<file path="config.mk">
export PLATFORM = sky130hd
export DESIGN_NAME = vector_div_iter
export DESIGN_NICKNAME = d
export VERILOG_FILES = /design/src/rtl/vector_div_iter.sv
export SDC_FILE = /design/constraint.sdc
export NUM_CORES = 1
export LEC_CHECK = 0
export BUFFER_PORTS_ARGS = -buffer_cell sky130_fd_sc_hd__buf_4
export CAP_MARGIN = 20
export CORE_UTILIZATION = 35
export DETAILED_ROUTE_END_ITERATION = 16
export GPL_TIMING_DRIVEN = 0
export SYNTH_ARGS = -nofsm -noshare
export SYNTH_HDL_FRONTEND = slang
export SYNTH_SLANG_ARGS = --single-unit
</file>
<file path="constraint.sdc">
create_clock -name clk_i -period 2.7 [get_ports clk_i]
set_input_delay 0.405 -clock clk_i [delete_from_list [all_inputs] [get_ports clk_i]]
set_output_delay 0.405 -clock clk_i [all_outputs]
set_load 0.01 [all_outputs]
</file>
<file path="src/rtl/vector_div_iter.sv">
// Iterative radix-2 restoring divider with RISC-V DIV/DIVU/REM/REMU results, one op in flight.
// Optional VECTOR_DIV_SPECIAL_FAST_EN: divide-by-zero and signed overflow skip the iteration.
module vector_div_iter #(
   parameter int WIDTH = 32
) (
   input  logic             clk_i,
   input  logic             rst_ni,
   input  logic             in_valid_i,
   output logic             in_ready_o,
   input  logic             in_signed_i,
   input  logic [WIDTH-1:0] in_a_i,
   input  logic [WIDTH-1:0] in_b_i,
   output logic             out_valid_o,
   input  logic             out_ready_i,
   output logic [WIDTH-1:0] out_quot_o,
   output logic [WIDTH-1:0] out_rem_o
);

   localparam int CW = (WIDTH > 2) ? $clog2(WIDTH) : 1;
   localparam logic [WIDTH-1:0] MIN_INT = {1'b1, {(WIDTH-1){1'b0}}};

   typedef enum logic [1:0] {IDLE, CALC, FIX, DONE} state_t;

   state_t           state_q, state_d;
   logic [WIDTH-1:0] dvd_q, dvs_q, quot_q, rem_q, a_q;
   logic [WIDTH-1:0] res_quot_q, res_rem_q;
   logic [CW-1:0]    cnt_q;
   logic             neg_quot_q, neg_rem_q, div0_q, ovf_q;

   // Handshake: a transfer happens on a rising edge where valid and ready are both high;
   // valid, once raised, holds its payload stable until that edge.
   logic             accept;
   logic             a_neg, b_neg, in_div0, in_ovf;
   logic [WIDTH-1:0] a_abs, b_abs;
   logic [WIDTH:0]   rem_shift;
   logic [WIDTH-1:0] rem_sub;
   logic             q_bit;
   logic [WIDTH-1:0] quot_fix, rem_fix;

   assign in_ready_o  = rst_ni && (state_q == IDLE);
   assign out_valid_o = (state_q == DONE);
   assign out_quot_o  = out_valid_o ? res_quot_q : '0;
   assign out_rem_o   = out_valid_o ? res_rem_q : '0;

   assign accept  = in_valid_i && in_ready_o;
   assign a_neg   = in_signed_i && in_a_i[WIDTH-1];
   assign b_neg   = in_signed_i && in_b_i[WIDTH-1];
   // |MIN_INT| wraps to itself, which is exactly 2^(WIDTH-1) read as unsigned.
   assign a_abs   = a_neg ? -in_a_i : in_a_i;
   assign b_abs   = b_neg ? -in_b_i : in_b_i;
   assign in_div0 = (in_b_i == '0);
   assign in_ovf  = in_signed_i && (in_a_i == MIN_INT) && (in_b_i == '1);

   // The shifted partial remainder needs WIDTH+1 bits; after a subtraction it fits in WIDTH.
   assign rem_shift = {rem_q, dvd_q[WIDTH-1]};
   assign q_bit     = (rem_shift >= {1'b0, dvs_q});
   assign rem_sub   = rem_shift[WIDTH-1:0] - dvs_q;

   assign quot_fix = div0_q ? '1 : (ovf_q ? MIN_INT : (neg_quot_q ? -quot_q : quot_q));
   assign rem_fix  = div0_q ? a_q : (ovf_q ? '0 : (neg_rem_q ? -rem_q : rem_q));

   always_ff @(posedge clk_i or negedge rst_ni) begin
      if (!rst_ni) state_q <= IDLE;
      else         state_q <= state_d;
   end

   always_comb begin
      state_d = state_q;
      case (state_q)
         IDLE: begin
            if (accept) begin
`ifdef VECTOR_DIV_SPECIAL_FAST_EN
               if (in_div0 || in_ovf) state_d = DONE;
               else                   state_d = CALC;
`else
               state_d = CALC;
`endif
            end
         end
         CALC:    if (cnt_q == '0) state_d = FIX;
         FIX:     state_d = DONE;
         DONE:    if (out_ready_i) state_d = IDLE;
         default: state_d = IDLE;
      endcase
   end

   always_ff @(posedge clk_i or negedge rst_ni) begin
      if (!rst_ni) begin
         dvd_q      <= '0;
         dvs_q      <= '0;
         quot_q     <= '0;
         rem_q      <= '0;
         a_q        <= '0;
         res_quot_q <= '0;
         res_rem_q  <= '0;
         cnt_q      <= '0;
         neg_quot_q <= 1'b0;
         neg_rem_q  <= 1'b0;
         div0_q     <= 1'b0;
         ovf_q      <= 1'b0;
      end else begin
         case (state_q)
            IDLE: begin
               if (accept) begin
                  dvd_q      <= a_abs;
                  dvs_q      <= b_abs;
                  a_q        <= in_a_i;
                  quot_q     <= '0;
                  rem_q      <= '0;
                  cnt_q      <= CW'(WIDTH - 1);
                  neg_quot_q <= a_neg ^ b_neg;
                  neg_rem_q  <= a_neg;
                  div0_q     <= in_div0;
                  ovf_q      <= in_ovf;
`ifdef VECTOR_DIV_SPECIAL_FAST_EN
                  res_quot_q <= in_div0 ? '1 : MIN_INT;
                  res_rem_q  <= in_div0 ? in_a_i : '0;
`endif
               end
            end
            CALC: begin
               rem_q  <= q_bit ? rem_sub : rem_shift[WIDTH-1:0];
               quot_q <= {quot_q[WIDTH-2:0], q_bit};
               dvd_q  <= dvd_q << 1;
               cnt_q  <= cnt_q - CW'(1);
            end
            FIX: begin
               res_quot_q <= quot_fix;
               res_rem_q  <= rem_fix;
            end
            default: ;
         endcase
      end
   end

endmodule
</file>
==> results.cfg, run 1 <==
[cells_and_area]
stdcell_area_sq_mm = 0.01872
layout_common_cells = nand2_1 (266), dfrtp_1 (217), buf_4 (179), a21oi_1 (143), o21ai_0 (122)
n_antenna_cell = 0
fin_util_pct = 45.54
final_common_cell = nand2_1
fin_nets = 2084
drive_gt1_share_pct = 19.24
fill_cells = 4084
area_growth_pct = 27.53

[setup_path]
worstSetupStartpointType = flop
rrSetupSlack_ns = -0.28
cp_max_fo = 5
worstPathArrival_ns = 3.40
worst-path-buf-inv = 1
max_stage_delay_ns = 0.60
path_cells = buf_6 -> nor4_4 -> nand3_2 -> or4b_4 -> or4_4 -> o41ai_4 -> xor2_1 -> o21ai_1
crit_required_ns = 3.12
timing.rr.start = rem_q[10]$_DFFE_PN0P_
slowest_stage = or4b_4
rr_worst_depth = 8
path_delay_family = simple AND/OR/NAND/NOR gates
cp-end-kind = flop
r2r-end = res_rem_q[29]$_DFFE_PN0P_
crit_start = rem_q[10]$_DFFE_PN0P_
path_class = reg2reg

[synthesis]
synthArstFlopShare_pct = 100.0
synth.distinct_cells = 65
synthFlopType = dfrtp_1
avgSynthCellArea_sq_um = 8.380
synth-edff-count = 0
synth_nets = 1866
yosys_warnings = 0
syn-cell-area_sq_mm = 0.01468
yosys_register_bits = 235
ys_seq_area_share_pct = 40.05
synth_cells = 1752

[floorplan]
chipHeight_microns = 206.8
chipWidth_microns = 206.8
core_sq_mm = 0.04111
core.rowCount = 74
start_util_pct = 35.71
ios = 135
die-area_sq_mm = 0.04277

[routing]
antenna_left = 0
wire_per_inst_microns = 19.90
vias = 13969
first_iter_violations = 1042
vias_per_cell = 5.550
post-route-drc-count = 3
route.final.wire_length_microns = 50080
dr.pass1.iters = 14

[timing]
fin_crit_sh_pct = 110.4
period_needed_ns = 2.981
finClkSkew_ns = 0.02072
fmax_mhz = 335.5
finalHoldViolCount = 0
setup_viol_count_final = 42
slew_viol_final = 0
fin_ws_ns = -0.2809
worst_slew_pin_slew_ns = 0.8752
rsz0062_at_grt = true
fin_tns_setup_ns = -6.431
holdWs_ns = 0.03607
max_slew_margin_pct = 41.21

[global_routing]
grt_pass1_vias = 13449
grt_use_total_pct = 23.10
antenna_found_initial = 1
grt_max_degree = 62
grt_pass1_wl_microns = 76870
grt_overflow = 0

[clock_tree]
cts_buffer_depth = 3
cts_tree = built
htree_levels = 1
cts.clk_slew.worst_paths_ns = 0.06
clock_sinks = 235
insertion_delay_ns = 0.57
cts-root-buf = clkbuf_16
cts_buffers = 27

[power]
p_clk_share_pct = 15.1
power_frac_seq_pct = 25.5
internal_power_uw = 13450
switching_share_pct = 45.55
total_power_uw = 24700
cellLeakagePower_uw = 0.008594
peakVddDrop_v = 0.0007946
power_frac_comb_pct = 59.4
power_density_mw_per_mm2 = 1319
netSwitchingPower_uw = 11250

[min_path]
min_path_type = in2async

[outcome]
status = finished with violations
violations = design-rule violations, negative setup slack

[placement]
globalplace.congestion = 0.8882
placed_cell_area_sq_mm = 0.01645
dpl.hpwl_microns = 36180
io_buffers = 134

[job]
drv_cap = 0
==> per-stage QoR <==
step / setup slack, ns / instances
after floorplan: 0.003280 / 1752
after global placement: -2.589 / 2418
after detailed placement: -1.511 / 2420
after CTS: -0.1682 / 2492
after global routing: -0.3518 / 2517
final: -0.2809 / 2517
==> flip-flops by register name, summed over array words and instances, names as in the netlist <==
register	count
a_q	32
cnt_q	5
div0_q	1
dvd_q	32
dvs_q	32
neg_quot_q	1
neg_rem_q	1
ovf_q	1
quot_q	32
rem_q	32
res_quot_q	32
res_rem_q	32
state_q	2
==> kinds of logic after synthesis <==
group | share of synthesized area (%)
AND/OR/NAND/NOR | 20.05
AO/OA/AOI/OAI | 20.97
flip-flops | 40.05
buffers and inverters | 4.508
XOR/XNOR | 8.471
adder cells (fa/ha/maj) | 3.886
multiplexers | 2.054
==> per-layer routing <==
metal  wire, microns  track usage [%]
met2           22970            36.88
met3            2746            2.151
met1           23170            33.53
met5               0                0
met4            1192            5.735
==> power by group through the flow <==
stage               sequential (uW)  combinational (uW)  clock (uW)
floorplan                      5780                8550           0
global placement               6280               11700           0
detailed placement             6310               11900           0
CTS                            6270               13300        3780
global route                   6470               16000        3930
finish                         6300               14700        3730
==> area by class of cell <==
class	count	area [sq um]	share of cell area, %
Multi-Input combinational cell	1343	8763	46.81
Sequential cell	235	5903	31.53
Timing Repair Buffer	201	1783	9.523
Clock buffer	36	749.5	4.003
Tap cell	532	665.6	3.555
Buffer	97	480.5	2.566
Inverter	65	245.2	1.310
Clock inverter	8	132.6	0.7084
==> cells in the mapped netlist, drive strengths merged, types with 4 or more instances <==
library cell / instances / area (sq um)
nand4: 23 / 143.9
inv: 64 / 240.2
mux2i: 29 / 290.3
or2: 5 / 31.28
buf: 15 / 65.06
nor2: 121 / 454.2
a21o: 16 / 120.1
o21ai: 161 / 805.8
or4: 13 / 116.4
nor4: 17 / 133.9
a22oi: 15 / 112.6
nand2b: 16 / 100.1
a32oi: 8 / 70.07
a211o: 5 / 43.79
ha: 44 / 550.5
o31ai: 31 / 237.7
a21oi: 151 / 759.5
or3: 15 / 98.84
xnor2: 70 / 613.1
nand2: 270 / 1013
nand3: 20 / 100.1
xor2: 72 / 630.6
o41ai: 14 / 130.1
a22o: 27 / 236.5
and2: 68 / 425.4
o22a: 18 / 157.7
dfrtp: 235 / 5881
clkbuf: 94 / 352.8
and3: 8 / 50.05
a21boi: 5 / 37.54
o21a: 4 / 30.03
o211ai: 4 / 30.03
a31oi: 20 / 125.1
nor3: 38 / 190.2
==> worst register-to-register path: stages (launching register included) <==
cell and delay, ns:
dfrtp_2 0.44, buf_6 0.14, nor4_4 0.36, nand3_2 0.20, or4b_4 0.60, or4_4 0.49, o41ai_4 0.37, xor2_1 0.18
o21ai_1 0.07
==> worst max path at each step <==
stage / to / slack (ns) / depth (start not counted)
finish: res_rem_q[29]$_DFFE_PN0P_ / -0.28 / 8
global route: res_rem_q[23]$_DFFE_PN0P_ / -0.35 / 11
CTS: res_rem_q[28]$_DFFE_PN0P_ / -0.17 / 9
detailed placement: dvd_q[6]$_DFFE_PN0P_ / -1.51 / 11
global placement: dvd_q[8]$_DFFE_PN0P_ / -2.59 / 9
floorplan: rem_q[18]$_DFFE_PN0P_ / 0.003 / 12
==> repair_timing <==
item / CTS / global route
pin swaps: 21 / 34
cloned: 3 / 2
endpoints found under the hold margin: 28 / 0
buffers inserted: 27 / 25
endpoints found under the setup margin: 243 / 116
hold buffers: 8 / 0
gates resized for setup: 116 / 96
No activity file was read; power rests on OpenSTA's default activity.
==> run 2, diff against run 1 <==
--- a/config.mk
+++ b/config.mk
@@ -10,6 +10,7 @@
 export CORE_UTILIZATION = 35
 export DETAILED_ROUTE_END_ITERATION = 16
 export GPL_TIMING_DRIVEN = 0
+export RECOVER_POWER = 100
 export SYNTH_ARGS = -nofsm -noshare
 export SYNTH_HDL_FRONTEND = slang
 export SYNTH_SLANG_ARGS = --single-unit
==> run 2 against run 1 <==
Against the previous run: power decreased by 0.10%; first-iteration DRC count increased by 2.7%; die area unchanged; critical path depth unchanged; clock power about the same; setup slack got worse by 0.012 ns; the flow finishes with violations (design-rule violations, max-capacitance violations, max-slew violations, negative setup slack); non-clock buffer count unchanged; critical endpoint unchanged; clock skew increased by 0.00052 ns; fmax decreased by 0.40%; clock-buffer cell count unchanged; sequential share of layout area increased by 0.34 points.
==> results.cfg, run 2 (same netlist as run 1, synthesis figures left out) <==
[outcome]
status = finished with violations
violations = design-rule violations, max-capacitance violations, max-slew violations, negative setup slack

[clock_tree]
clock_sinks = 235
cts_tree = built
cts-root-buf = clkbuf_16
htree_levels = 1
insertion_delay_ns = 0.57
cts.clk_slew.worst_paths_ns = 0.06
cts_buffers = 27
cts_buffer_depth = 3

[cells_and_area]
fin_nets = 2084
finalNonFillerCells = 2517
area_growth_pct = 26.18
final_common_cell = nand2_1
layout_common_cells = nand2_1 (266), dfrtp_1 (217), buf_4 (178), a21oi_1 (143), o21ai_0 (122)
stdcell_area_sq_mm = 0.01853
fill_cells = 4110
n_antenna_cell = 0
drive_gt1_share_pct = 18.89

[timing]
max_slew_margin_pct = -11.04
fmax_mhz = 334.1
fin_crit_sh_pct = 110.8
rsz0062_at_grt = true
fin_ws_ns = -0.2929
worst_slew_pin_slew_ns = 1.666
period_needed_ns = 2.993
finClkSkew_ns = 0.02124
slew_viol_final = 117
setup_viol_count_final = 42
finalHoldViolCount = 0
fin_tns_setup_ns = -6.410

[routing]
dr.pass1.iters = 13
vias_per_cell = 5.575
wire_per_inst_microns = 19.93
post-route-drc-count = 3
vias = 14032
first_iter_violations = 1070
antenna_left = 0
route.final.wire_length_microns = 50160

[global_routing]
grt_max_degree = 62
grt_overflow = 0
grt_pass1_wl_microns = 76870
grt_pass1_vias = 13449
grt_use_total_pct = 23.10
antenna_found_initial = 1

[setup_path]
r2r-end = res_rem_q[29]$_DFFE_PN0P_
worst-path-buf-inv = 1
path_cells = buf_6 -> nor4_4 -> nand3_2 -> or4b_4 -> or4_4 -> o41ai_4 -> xor2_1 -> o21ai_1
max_stage_delay_ns = 0.60
slowest_stage = or4b_4
worstPathArrival_ns = 3.41
path_delay_family = simple AND/OR/NAND/NOR gates
crit_required_ns = 3.11
worstSetupStartpointType = flop
path_class = reg2reg
timing.rr.start = rem_q[10]$_DFFE_PN0P_
cp-end-kind = flop
rr_worst_depth = 8
rrSetupSlack_ns = -0.29
cp_max_fo = 5

[floorplan]
die-area_sq_mm = 0.04277
chipWidth_microns = 206.8
core.rowCount = 74
start_util_pct = 35.71
ios = 135
core_sq_mm = 0.04111
chipHeight_microns = 206.8

[placement]
io_buffers = 134
pre_cts_slack_ns = -1.511
dp_cells = 2420
dpl.hpwl_microns = 36180
globalplace.congestion = 0.8882
placed_cell_area_sq_mm = 0.01645

[power]
total_power_uw = 24680
cellLeakagePower_uw = 0.008495
power_density_mw_per_mm2 = 1332
peakVddDrop_v = 0.0007927

[min_path]
hold_end = a_q[5]$_DFFE_PN0P_
hold_depth = 3
min_path_type = in2reg
hold_start = in_a_i[5]

[job]
drv_cap = 3
run 2: cell count changes in the layout (fill, tap and decap cells not counted), sizes merged:
cell	change
clkbuf	+10
buf	-9
bufbuf	-2
clkdlybuf4s25	+1
run 2: final cells by class:
cell class	instances	area (sq um)	share of cell area, %
multi-input cells	1343	8763	47.31
flip-flops and latches	235	5903	31.87
repair buffers	201	1585	8.557
clock buffers	36	749.5	4.046
well taps	532	665.6	3.593
plain buffers	97	480.5	2.594
inverters	65	245.2	1.324
clock inverters	8	132.6	0.7159
run 2: metal layers:
| layer | track usage, % | vias up | share of wire, % |
|---|---|---|---|
| li1 | - | 6603 | - |
| met1 | 33.53 | 6905 | 46 |
| met2 | 36.88 | 453 | 46 |
| met3 | 2.151 | 71 | 5.3 |
| met4 | 5.735 | 0 | 2.2 |
| met5 | 0 | - | 0 |
run 2: where the power goes:
part | internal (uW) | switching [uW]
registers | 5030 | 1260
clock network | 2220 | 1520
logic | 6160 | 8480
run 2: per-stage QoR:
step / hold WS [ns] / util [%]
after floorplan: 0.1094 / -
after global placement: 0.4642 / 39.86
after detailed placement: 0.2872 / 40.02
after CTS: 0.04071 / 44.19
after global routing: 0.07525 / 45.06
final: 0.07001 / 45.06
run 2: worst reg2reg max path: cells and delay by family (launching register included):
family	cells	cell delay [ns]
xor gates and xnor gates	1	0.18
AOI/OAI and AO/OA	2	0.44
and+or+nand+nor	4	1.65
DFF	1	0.44
buffers and inverters	1	0.14
run 2: what timing repair did:
item	CTS	global route
endpoints found under the setup margin	243	116
hold buffers	8	0
gates cloned	3	2
setup buffers	27	25
pin swaps	21	34
resized for setup	116	96
hold endpoints to repair	28	0
run 2: worst max path at each step:
stage                                from                   endpoint  slack (ns)  cells after the start
floorplan           dvd_q[31]$_DFFE_PN0P_      rem_q[18]$_DFFE_PN0P_       0.003                     12
global placement                   rst_ni       dvd_q[8]$_DFFE_PN0P_       -2.59                      9
detailed placement                 rst_ni       dvd_q[6]$_DFFE_PN0P_       -1.51                     11
CTS                  rem_q[2]$_DFFE_PN0P_  res_rem_q[28]$_DFFE_PN0P_       -0.17                      9
global route        rem_q[10]$_DFFE_PN0P_  res_rem_q[23]$_DFFE_PN0P_       -0.35                     11
finish              rem_q[10]$_DFFE_PN0P_  res_rem_q[29]$_DFFE_PN0P_       -0.29                      8
